$ cat src/rtl/alarm_ring_pkg.sv
// Shared alarm_ring definitions: state encodings, BCD digit width and a
// small helper used when sizing the second counters.
package alarm_ring_pkg;

  localparam int DIGIT_W = 4;

  typedef enum logic [1:0] {
    IDLE   = 2'd0,
    RING   = 2'd1,
    SNOOZE = 2'd2
  } state_t;

  function automatic int max_int(input int a, input int b);
    return (a > b) ? a : b;
  endfunction

endpackage

$ cat src/rtl/alarm_tone.sv
// Buzzer square-wave generator; the divider restarts from zero whenever
// enable drops, so each enable period starts with a full half-period low.
module alarm_tone #(
  parameter int CLK_HZ  = 50000000,
  parameter int TONE_HZ = 1000
) (
  input  logic clk,
  input  logic rst_n,
  input  logic enable,
  output logic buzzer
);

  localparam int HALF  = CLK_HZ / (2 * TONE_HZ);
  localparam int DIV_W = (HALF > 1) ? $clog2(HALF + 1) : 1;
  localparam logic [DIV_W-1:0] DIV_LAST = DIV_W'(HALF - 1);

  logic [DIV_W-1:0] div_cnt;
  logic             tone_q;

  always_ff @(posedge clk or negedge rst_n) begin
    if (!rst_n) begin
      div_cnt <= '0;
      tone_q  <= 1'b0;
    end else if (!enable) begin
      div_cnt <= '0;
      tone_q  <= 1'b0;
    end else if (div_cnt == DIV_LAST) begin
      div_cnt <= '0;
      tone_q  <= ~tone_q;
    end else begin
      div_cnt <= div_cnt + 1'b1;
    end
  end

  // Gate with enable so the buzzer goes quiet on the same edge ringing drops.
  assign buzzer = tone_q & enable;

endmodule

$ cat src/rtl/alarm_ring.sv
// Alarm controller: detects the alarm time, rings, handles snooze/stop and
// drives the buzzer through alarm_tone.
module alarm_ring
  import alarm_ring_pkg::*;
#(
  parameter int CLK_HZ     = 50000000,
  parameter int TONE_HZ    = 1000,
  parameter int RING_SEC   = 60,
  parameter int SNOOZE_SEC = 300,
  parameter int MAX_SNOOZE = 3
) (
  input  logic               clk,
  input  logic               rst_n,
  input  logic               tick_1hz,
  input  logic               alarm_en,
  input  logic [DIGIT_W-1:0] cur_secL,
  input  logic [DIGIT_W-1:0] cur_secH,
  input  logic [DIGIT_W-1:0] cur_minL,
  input  logic [DIGIT_W-1:0] cur_minH,
  input  logic [DIGIT_W-1:0] cur_hourL,
  input  logic [DIGIT_W-1:0] cur_hourH,
  input  logic [DIGIT_W-1:0] alarm_secL,
  input  logic [DIGIT_W-1:0] alarm_secH,
  input  logic [DIGIT_W-1:0] alarm_minL,
  input  logic [DIGIT_W-1:0] alarm_minH,
  input  logic [DIGIT_W-1:0] alarm_hourL,
  input  logic [DIGIT_W-1:0] alarm_hourH,
  input  logic               stop_pulse,
  input  logic               snooze_pulse,
  output logic               buzzer,
  output logic               ringing,
  output logic               snoozing,
  output logic [1:0]         snooze_left
);

  localparam int CNT_W = $clog2(max_int(RING_SEC, SNOOZE_SEC) + 1);
  localparam logic [CNT_W-1:0] RING_LAST   = CNT_W'(RING_SEC - 1);
  localparam logic [CNT_W-1:0] SNOOZE_LAST = CNT_W'(SNOOZE_SEC - 1);

  state_t           state;
  logic [CNT_W-1:0] sec_cnt;
  logic             match;
  logic             prev_match;
  logic             armed;
  logic             trigger;

  assign match = (cur_secL  == alarm_secL)  && (cur_secH  == alarm_secH)  &&
                 (cur_minL  == alarm_minL)  && (cur_minH  == alarm_minH)  &&
                 (cur_hourL == alarm_hourL) && (cur_hourH == alarm_hourH);

  // armed blocks a spurious trigger on the first clk after reset release.
  assign trigger = match && !prev_match && armed;

  always_ff @(posedge clk or negedge rst_n) begin
    if (!rst_n) begin
      state       <= IDLE;
      sec_cnt     <= '0;
      snooze_left <= '0;
      ringing     <= 1'b0;
      snoozing    <= 1'b0;
      prev_match  <= 1'b0;
      armed       <= 1'b0;
    end else begin
      prev_match <= match;
      armed      <= 1'b1;
      case (state)
        IDLE: begin
          if (trigger && alarm_en) begin
            state       <= RING;
            ringing     <= 1'b1;
            snooze_left <= 2'(MAX_SNOOZE);
            sec_cnt     <= '0;
          end
        end
        RING: begin
          // Stop beats snooze, snooze beats the ring timeout.
          if (stop_pulse || !alarm_en) begin
            state   <= IDLE;
            ringing <= 1'b0;
          end else if (snooze_pulse && snooze_left != 2'd0) begin
            state       <= SNOOZE;
            ringing     <= 1'b0;
            snoozing    <= 1'b1;
            snooze_left <= snooze_left - 2'd1;
            sec_cnt     <= '0;
          end else if (tick_1hz) begin
            if (sec_cnt >= RING_LAST) begin
              state   <= IDLE;
              ringing <= 1'b0;
            end else if (sec_cnt != '1) begin
              sec_cnt <= sec_cnt + 1'b1;
            end
          end
        end
        SNOOZE: begin
          if (stop_pulse || !alarm_en) begin
            state    <= IDLE;
            snoozing <= 1'b0;
          end else if (tick_1hz) begin
            if (sec_cnt >= SNOOZE_LAST) begin
              state    <= RING;
              ringing  <= 1'b1;
              snoozing <= 1'b0;
              sec_cnt  <= '0;
            end else if (sec_cnt != '1) begin
              sec_cnt <= sec_cnt + 1'b1;
            end
          end
        end
        default: begin
          state    <= IDLE;
          ringing  <= 1'b0;
          snoozing <= 1'b0;
        end
      endcase
    end
  end

  alarm_tone #(
    .CLK_HZ (CLK_HZ),
    .TONE_HZ(TONE_HZ)
  ) u_tone (
    .clk   (clk),
    .rst_n (rst_n),
    .enable(ringing),
    .buzzer(buzzer)
  );

endmodule

$ cat config.mk
export PLATFORM = sky130hd
export DESIGN_NAME = alarm_ring
export DESIGN_NICKNAME = d
export VERILOG_FILES = /design/src/rtl/alarm_ring_pkg.sv /design/src/rtl/alarm_tone.sv /design/src/rtl/alarm_ring.sv
export SDC_FILE = /design/constraint.sdc
export NUM_CORES = 1
export LEC_CHECK = 0
export ABC_AREA = 1
export CELL_PAD_IN_SITES_DETAIL_PLACEMENT = 0
export CELL_PAD_IN_SITES_GLOBAL_PLACEMENT = 1
export CORE_MARGIN = 3
export CORE_UTILIZATION = 38
export CTS_BUF_LIST = sky130_fd_sc_hd__clkbuf_4 sky130_fd_sc_hd__clkbuf_8 sky130_fd_sc_hd__clkbuf_16
export DETAILED_ROUTE_END_ITERATION = 6
export PLACE_DENSITY = 0.84
export SKIP_LAST_GASP = 1
export SYNTH_ARGS = -nofsm -noshare
export SYNTH_HDL_FRONTEND = slang
export SYNTH_HIERARCHICAL = 1
export SYNTH_SLANG_ARGS = --single-unit
$ cat constraint.sdc
create_clock -name clk -period 5 [get_ports clk]
set_input_delay 0.5 -clock clk [delete_from_list [all_inputs] [get_ports clk]]
set_output_delay 0.5 -clock clk [all_outputs]
set_load 0.05 [all_outputs]
Word level (Yosys, flattened, before mapping)
Index checks and enable logic that the tools add are counted.
- register bits after elaboration: 33
- logic and storage cells: 103
- $add $sub $neg: 3
- magnitude comparators: 2
- eq/ne operators: 23
- multiplexer cells: 42
- bitwise gates (word level): 3
- reduce and logical (&&, ||, !) cells: 21
- operators by type and width (kind ; number):
    $mux 9 ; 9
    $mux 15 ; 2
    $pmux 9 s3 ; 1
    $eq 4x4->1 ; 6
    $mux 2 ; 11
    $add 15x1->15 const B ; 1
    $eq 15x15->1 const B ; 1
    $mux 1 ; 15
    $ne 2x2->1 const B ; 6
    $ne 3x3->1 const B ; 4
    $reduce_and 5->1 ; 2
    $add 9x1->9 const B ; 1
    $ge 9x6->1 const B ; 1
    $ge 9x9->1 const B ; 1
    $logic_and 1x1->1 ; 9
    $ne 9x9->1 const B ; 1
    $ne 4x4->1 const B ; 2
    $reduce_and 7->1 ; 1
    $pmux 1 s3 ; 2
    $pmux 2 s3 ; 1
    $reduce_and 6->1 ; 1
    $pmux 2 s2 ; 1
    $reduce_and 4->1 ; 1
    $reduce_bool 2->1 ; 2
    other kinds (10) ; 12

Longest topological paths before layout
Gate-level depths: netlist of the first run.
- depth after elaboration: 11
- depth in mapped cells: 13
- mapped depth without buffers: 12

Cells and area by module
The synthesis of the first run kept the hierarchy.
- modules (own cells, without submodules) (module ; times used ; cells an instance ; area an instance (µm²) ; sequential area each (µm²)):
    alarm_ring ; 1 ; 240 ; 1599.0 ; 425.4
    alarm_tone ; 1 ; 110 ; 880.8 ; 400.4

Least setup slack after synthesis of the first run
No wires, ideal clock.
- path kind: register to register
- start: register snooze_left[0]
- end: register sec_cnt[4]
- library setup time: 0.118 ns
- arrival time: 1.731 ns
- path slack: 3.151 ns
- stages on the path, launching flop included: 10
- clock period less this slack: 1.849 ns
- cell sequence: dfrtp_1 -> inv_1 -> ha_1 -> nor2_1 -> nor2_1 -> a21oi_4 -> nand2_2 -> buf_6 -> nand2_1 -> o21ai_2
- cells in the longest elaborated chain, start to end: 5
- elaborated cells on any way between the ends: 8
- those cells by class: eq/ne: 2; mux: 3; reduce/logical: 3
- RTL lines (element ; line ; source):
    start: declaration ; alarm_ring.sv:33 ; output logic [1:0] snooze_left
    start signal: assignment ; alarm_ring.sv:71 ; snooze_left <= 2'(MAX_SNOOZE);
    start signal: assignment ; alarm_ring.sv:84 ; snooze_left <= snooze_left - 2'd1;
    $reduce_bool 2->1 (*) ; alarm_ring.sv:80 ; end else if (snooze_pulse && snooze_left != 2'd0) begin
    $logic_and 1x1->1 (*) ; alarm_ring.sv:80 ;
    $mux 9 ; alarm_ring.sv:80 ;
    $mux 9 ; alarm_ring.sv:77 ; if (stop_pulse || !alarm_en) begin
    $pmux 9 s3 ; alarm_ring.sv:66 ; case (state)
    end signal: assignment ; alarm_ring.sv:91 ; sec_cnt <= sec_cnt + 1'b1;
    end signal: assignment ; alarm_ring.sv:106 ; sec_cnt <= sec_cnt + 1'b1;
    end: declaration ; alarm_ring.sv:41 ; logic [CNT_W-1:0] sec_cnt;
Every way passes the cells marked *; elsewhere a longest branch is shown, timed or not. The select of a mux whose other input is x is not followed.
A chain may end at the register's enable or synchronous reset.

Final worst setup path of the first run
- start: register ringing
- end: output buzzer
- cells in the longest elaborated chain, start to end: 1
- RTL lines (element ; line ; source):
    start: declaration ; alarm_ring.sv:31 ; output logic ringing,
    start signal: assignment ; alarm_ring.sv:59 ; ringing <= 1'b0;
    start signal: assignment ; alarm_ring.sv:70 ; ringing <= 1'b1;
    start signal: assignment ; alarm_ring.sv:79 ; ringing <= 1'b0;
    $and 1x1->1 ; alarm_tone.sv:36 ; assign buzzer = tone_q & enable;
    end: declaration ; alarm_ring.sv:30 ; output logic buzzer,
No other way between the ends.

==> implementation parameters, run 1 <==
Parameter                              Value

Logic synthesis
  Combinational family with the most area after synthesis    simple AND/OR/NAND/NOR gates
  Seq/Total Area, Yosys    0.333
  Synth cell types    32
  Number of flip-flops and latches in the synthesized netlist    33
  Area fraction of the dominant cell type after synthesis    0.333
  Cell type with the highest aggregate area in the netlist    sky130_fd_sc_hd__dfrtp_1
  Share of synthesized cell area in and, or, nand and nor gates    0.399
  Most instantiated library cell after synthesis    sky130_fd_sc_hd__nand2_1
  Average footprint of a synthesized cell    7.09 sq um
  Number of enable flip-flop cells after synthesis    0
  Multiplexer share of the synthesized area    0
  Top area cells in the synthesized netlist    sky130_fd_sc_hd__dfrtp_1 33%, sky130_fd_sc_hd__nand2_1 14%, sky130_fd_sc_hd__xnor2_1 8.1%
  Most common library cells after synthesis    95 x sky130_fd_sc_hd__nand2_1, 44 x sky130_fd_sc_hd__nor2_1, 35 x sky130_fd_sc_hd__inv_1
  Number of nets produced by synthesis    411
  Post-synthesis cell count    350
  Yosys warnings    6
  Netlist Area Pre-Place    2480 sq um
  Most used flip-flop cell after synthesis    sky130_fd_sc_hd__dfrtp_1
  Compound-Gate Fraction of Synth Area    0.0525
  Adder-cell area share of the yosys netlist    0.0353
  Post-synthesis share of cell area spent on xor and xnor gates    0.102
  Async set-reset flop share out of synthesis    1.00

Clock tree
  Hold buffer count at cts    0
  Number of clock sinks seen by CTS    33
  Clock transition at path regs    0.08 ns
  Post_cts resized    0
  Number of clock buffers inserted by TritonCTS    5
  Clock insertion delay at the later pin of the skew report    0.29 ns
  CTS tree    built
  Buffer type at the clock tree root    sky130_fd_sc_hd__clkbuf_8
  Number of setup buffers added after CTS    0
  CTS max path bufs    2
  Htree depth    2

STA
  Hold Vio Cnt, Final    0
  Maximum operating frequency    0.437 GHz
  Setup clock skew after layout    0.00544 ns
  Slew Limit Fails    0
  Setup slack after layout    2.71 ns
  Worst slew margin relative to its limit    0.634
  Final worst-path cycle share    0.458
  Final Critical Period    2.29 ns
  Final setup TNS    0 ns
  Unrepaired setup endpoints after global routing    false
  Number of setup violations in the final report    0
  Transition time of the tightest slew-check pin    0.547 ns

Critical path
  Worst path max stage delay    0.80 ns
  Cell-by-cell trace of the critical path    nand2_1, inv_1, clkdlybuf4s50_1
  Worst setup path category    flip-flop to primary output
  Worst-path maximum fanout    8
  Worst Path Required    4.50 ns
  Kind of capture point of the worst setup path    primary output
  Endpoint of the most critical register-to-register path    sec_cnt[1]
  Data arrival time of the critical path    1.79 ns
  FF-to-FF Start    state[1]
  Critical path launch point type    flip-flop
  Length in cells of the worst reg-to-reg path    10
  Slowest cell on the critical path    sky130_fd_sc_hd__clkdlybuf4s50_1
  R2R Setup Slk    3.04 ns

Global route
  Maximum number of pins on one net before global-route repair    34
  Aggregate global routing overflow    0
  Number of global-route vias before repair    2253
  Initial antenna violation count    0
  Global-route wire length before repair    10000 um
  Global-route total usage across every layer    0.168

Layout
  Final core utilization    0.527
  Antenna diode instance count    0
  Layout cells sized above 1    0.116
  NumNets Final    475
  Area growth, synth to finish    30.3%
  Layout filler cell count    632

Placement
  # port buffers    58
  Routability congestion estimate from global placement    0.825
  HPWL reported at the end of detailed placement    4710 um
  Setup WS pre-CTS    2.45 ns

Run
  Max-capacitance violation count    0

Status
  Result of the run    finished, final reports clean

Floorplan
  Initial Utilization    0.404
  Vertical die dimension    86.8 um
  DIE AREA    7530 sq um
  IO Count    59
  Core area    6130 sq um
  Width of the die    86.8 um
  Standard-cell row count    28

Min path
  End of the worst hold path    u_tone/div_cnt[0]
  Min-Delay Path Depth    1
  Hold path start    u_tone/div_cnt[0]
  Path class of the lowest-slack min-delay path    flip-flop to flip-flop

Power
  Standby leakage power    1.43 nW
  Cell area power density    322 nW/um^2
  Largest voltage drop on the vdd net    0.306 mV

Routing
  Post-detailed-route wirelength per cell    11.9 um
  Via-per-instance ratio    4.78
  Drt first-iter violations    64
  Via count of the routed design    2344
  Final Routed Wirelength    5840 um
  Remaining antenna violation count    0
  # DRC    0
  Drt pass-1 iters    4
==> worst max-delay path by stage <==
stage,startpoint,to,slack (ns),cells past startpoint
after floorplan,snooze_left[0],sec_cnt[4],3.15,9
after global placement,alarm_hourH[1],sec_cnt[4],2.48,12
after detailed placement,alarm_hourH[1],sec_cnt[5],2.45,12
after CTS,ringing,buzzer,2.68,3
after global routing,cur_secL[2],sec_cnt[4],2.49,11
final,ringing,buzzer,2.71,3
==> metrics by stage <==
step                hold slack, ns  instances  total power, mW  instance area [sq um]
floorplan                    0.204        350            0.693                   2480
global placement             0.476        482            0.842                   3150
detailed placement           0.484        482            0.843                   3150
CTS                          0.496        490             1.05                   3230
global route                 0.516        490             1.12                   3230
finish                       0.497        490             1.04                   3230
==> logic make-up after synthesis <==
group,Yosys count
simple gates,213
buf+inv,48
flops,33
xor+xnor,29
compound gates,19
fa+ha+maj,7
other cells,1
==> where the power goes <==
group          total, mW  switching (mW)  internal, mW
clock              0.202           0.105        0.0961
combinational      0.490           0.315         0.175
sequential         0.347          0.0433         0.304
==> sequential cells by signal (all words and copies together), names as in the netlist <==
name / flops
armed: 1
prev_match: 1
ringing: 1
sec_cnt: 9
snooze_left: 2
snoozing: 1
state: 2
u_tone/div_cnt: 15
u_tone/tone_q: 1
==> layout make-up <==
cell class | count | area (sq um) | share of cell area
Clock buffer | 5 | 68.8 | 0.0213
Tap cell | 75 | 93.8 | 0.0290
Sequential cell | 33 | 826 | 0.256
Timing Repair Buffer | 59 | 588 | 0.182
Multi-Input combinational cell | 269 | 1470 | 0.453
Clock inverter | 3 | 17.5 | 0.00542
Inverter | 46 | 173 | 0.0534
==> placed cells by master (no fill, tap or decap), types with 3 or more instances in the layout <==
master / n
sky130_fd_sc_hd__xnor2_1: 23
sky130_fd_sc_hd__inv_1: 35
sky130_fd_sc_hd__nand2_1: 95
sky130_fd_sc_hd__a21oi_1: 7
sky130_fd_sc_hd__xor2_1: 6
sky130_fd_sc_hd__nand4_1: 16
sky130_fd_sc_hd__ha_1: 7
sky130_fd_sc_hd__nand3_1: 27
sky130_fd_sc_hd__nor2_2: 8
sky130_fd_sc_hd__dfrtp_1: 33
sky130_fd_sc_hd__clkbuf_8: 5
sky130_fd_sc_hd__clkdlybuf4s50_1: 58
sky130_fd_sc_hd__inv_2: 10
sky130_fd_sc_hd__nand2_2: 9
sky130_fd_sc_hd__nor2_4: 3
sky130_fd_sc_hd__nor2_1: 44
sky130_fd_sc_hd__o21ai_2: 4
==> per-layer routing <==
| metal | wire length, um | up-vias | global-route usage | share of wire |
|---|---|---|---|---|
| li1 | - | 1237 | - | - |
| met1 | 2560 | 1061 | 0.202 | 0.44 |
| met2 | 3000 | 35 | 0.296 | 0.51 |
| met3 | 156 | 11 | 0.0285 | 0.027 |
| met4 | 133 | 0 | 0.0694 | 0.023 |
| met5 | 0 | - | 0 | 0 |
==> worst max-delay path: cells and delay by family (launching register included) <==
| kind | cells | cell delay, ns |
|---|---|---|
| buf+inv | 2 | 0.86 |
| flops | 1 | 0.56 |
| simple gates | 1 | 0.09 |
No activity file was read; power rests on OpenSTA's default activity.
==> run 2: changes to the inputs <==
--- a/config.mk
+++ b/config.mk
@@ -9,10 +9,10 @@
 export CELL_PAD_IN_SITES_DETAIL_PLACEMENT = 0
 export CELL_PAD_IN_SITES_GLOBAL_PLACEMENT = 1
 export CORE_MARGIN = 3
-export CORE_UTILIZATION = 38
+export CORE_UTILIZATION = 32
 export CTS_BUF_LIST = sky130_fd_sc_hd__clkbuf_4 sky130_fd_sc_hd__clkbuf_8 sky130_fd_sc_hd__clkbuf_16
 export DETAILED_ROUTE_END_ITERATION = 6
-export PLACE_DENSITY = 0.84
+export PLACE_DENSITY = 0.76
 export SKIP_LAST_GASP = 1
 export SYNTH_ARGS = -nofsm -noshare
 export SYNTH_HDL_FRONTEND = slang
==> constraint.sdc (replaced) <==
create_clock -name clk -period 2 [get_ports clk]
set_input_delay 0.2 -clock clk [delete_from_list [all_inputs] [get_ports clk]]
set_output_delay 0.2 -clock clk [all_outputs]
set_load 0.05 [all_outputs]
==> run 2 against run 1 <==
Effect of this change:
- count of clock-buffer cells in the layout unchanged
- clock skew grew 0.0043 ns
- first-iteration DRC count grew 7.8%
- core utilization down 7.0 points
- non-clock buffer count rose by 8
- cell count rose by 6.5%
- die area grew 17%
- sequential share of layout area is 1.0 points lower
- register-to-register slack got worse by 2.9 ns
- sequential power rose by 140%
- total power rose to 2.9 times the previous value
- critical path type is now flip-flop to flip-flop
- largest power group unchanged
- highest routed layer unchanged
==> implementation parameters, run 2 (synthesis results as in run 1) <==
Parameter                              Value

Routing
  Final Routed Wirelength    6060 um
  # DRC    0
  Remaining antenna violation count    0
  Drt first-iter violations    69
  Via-per-instance ratio    4.48
  Via count of the routed design    2340
  Drt pass-1 iters    4
  Post-detailed-route wirelength per cell    11.6 um

Critical path
  Endpoint of the most critical register-to-register path    sec_cnt[4]
  Kind of capture point of the worst setup path    flip-flop
  Length in cells of the worst reg-to-reg path    9
  Critical path launch point type    flip-flop
  R2R Setup Slk    0.19 ns
  FF-to-FF Start    state[1]
  Worst Path Required    2.22 ns
  Data arrival time of the critical path    2.03 ns
  Worst-path maximum fanout    13
  Worst setup path category    flip-flop to flip-flop

Clock tree
  Htree depth    2
  Number of setup buffers added after CTS    0
  Clock transition at path regs    0.07 ns
  CTS tree    built
  Post_cts resized    0
  Number of clock sinks seen by CTS    33
  Buffer type at the clock tree root    sky130_fd_sc_hd__clkbuf_8
  CTS max path bufs    2
  Hold buffer count at cts    0
  Number of clock buffers inserted by TritonCTS    5
  Clock insertion delay at the later pin of the skew report    0.30 ns

Layout
  Most common library cell in the layout ignoring fill and taps    sky130_fd_sc_hd__nand2_1
  Area growth, synth to finish    35.8%
  Register with the most flip-flops    u_tone/div_cnt
  Layout cells sized above 1    0.135
  NumNets Final    483
  Flip-flop count of the largest register after layout    15
  Most frequent cells in the layout    95 x sky130_fd_sc_hd__nand2_1, 57 x sky130_fd_sc_hd__clkdlybuf4s50_1, 44 x sky130_fd_sc_hd__nor2_1, 35 x sky130_fd_sc_hd__inv_1, 33 x sky130_fd_sc_hd__dfrtp_1
  Leading registers by flop count    u_tone/div_cnt: 15 flops, sec_cnt: 9 flops
  Antenna diode instance count    0

Power
  Standby leakage power    1.49 nW
  Cell area power density    889 nW/um^2
  Largest voltage drop on the vdd net    0.609 mV

Global route
  Global-route total usage across every layer    0.148
  Aggregate global routing overflow    0
  Global-route wire length before repair    10400 um
  Maximum number of pins on one net before global-route repair    34
  Number of global-route vias before repair    2303
  Initial antenna violation count    0

Floorplan
  Initial Utilization    0.337
  Standard-cell row count    31
  Vertical die dimension    94.0 um
  DIE AREA    8840 sq um
  Width of the die    94.0 um
  Core area    7370 sq um
  IO Count    59

STA
  Slew Limit Fails    0
  Hold Vio Cnt, Final    0
  Final Critical Period    1.81 ns
  Setup slack after layout    0.189 ns
  Final setup TNS    0 ns
  Maximum operating frequency    0.552 GHz
  Final worst-path cycle share    0.905
  Transition time of the tightest slew-check pin    0.544 ns
  Worst slew margin relative to its limit    0.636
  Unrepaired setup endpoints after global routing    false
  Number of setup violations in the final report    0
  Setup clock skew after layout    0.00978 ns

Placement
  Setup WS pre-CTS    0.0546 ns
  # port buffers    58
  Routability congestion estimate from global placement    0.829
  HPWL reported at the end of detailed placement    4890 um

Run
  Max-capacitance violation count    0

Min path
  Path class of the lowest-slack min-delay path    primary input to asynchronous set/reset pin

Status
  Result of the run    finished, final reports clean
==> run 2: cell types whose count changed in the layout (fill, tap and decap cells not counted) <==
cell / before / now
sky130_fd_sc_hd__buf_4: 1 / 10
sky130_fd_sc_hd__clkinvlp_4: 1 / 0
sky130_fd_sc_hd__clkdlybuf4s50_1: 58 / 57
sky130_fd_sc_hd__clkinv_2: 2 / 1
sky130_fd_sc_hd__bufinv_16: 0 / 2
==> run 2: cell type report <==
cell class | instances | area (sq um)
fillers | 775 | 4000
multi-input cells | 269 | 1470
flip-flops and latches | 33 | 826
repair buffers | 67 | 646
inverters | 46 | 173
well taps | 99 | 124
clock buffers | 5 | 68.8
clock inverters | 3 | 65.1
==> run 2: layer usage <==
metal	global-route usage	routed length, um	vias up
li1	-	-	1256
met1	0.178	2740	1045
met2	0.262	3050	32
met3	0.0353	188	7
met4	0.0385	85	0
met5	0	0	-
==> run 2: worst max-delay path, cell delays in order (launching register included) <==
cell and delay (ns):
sky130_fd_sc_hd__dfrtp_1 0.42, sky130_fd_sc_hd__inv_1 0.09, sky130_fd_sc_hd__ha_1 0.31, sky130_fd_sc_hd__inv_2 0.08
sky130_fd_sc_hd__nor2_1 0.19, sky130_fd_sc_hd__buf_4 0.16, sky130_fd_sc_hd__a21oi_4 0.06, sky130_fd_sc_hd__nand2_2 0.26
sky130_fd_sc_hd__nand2_1 0.11, sky130_fd_sc_hd__o21ai_2 0.06
==> run 2: where the power goes <==
group          leakage [nW]  internal, mW  switching [mW]
logic                 0.981         0.548           0.841
clock network        0.0681         0.495           0.270
registers             0.446         0.761          0.0783
total                  1.49          1.80            1.19
==> run 2: worst max path at each step <==
stage	start	to	slack [ns]	cells after the start
after global routing	state[1]	sec_cnt[3]	0.003	9
final	state[1]	sec_cnt[4]	0.19	9
after CTS	state[1]	sec_cnt[3]	0.19	9
after detailed placement	alarm_secH[2]	sec_cnt[3]	0.05	11
after global placement	alarm_minL[0]	sec_cnt[4]	0.10	9
after floorplan	snooze_left[0]	sec_cnt[4]	0.15	9
==> run 2: through the flow <==
stage | utilization | cells | instance area, sq um | hold WS (ns) | power [mW]
after global routing | 0.457 | 522 | 3370 | 0.348 | 3.22
after floorplan | - | 350 | 2480 | -0.0956 | 1.73
final | 0.457 | 522 | 3370 | 0.316 | 2.99
after detailed placement | 0.439 | 514 | 3230 | 0.482 | 2.25
after CTS | 0.457 | 522 | 3370 | 0.333 | 3.04
after global placement | 0.439 | 514 | 3230 | 0.470 | 2.24
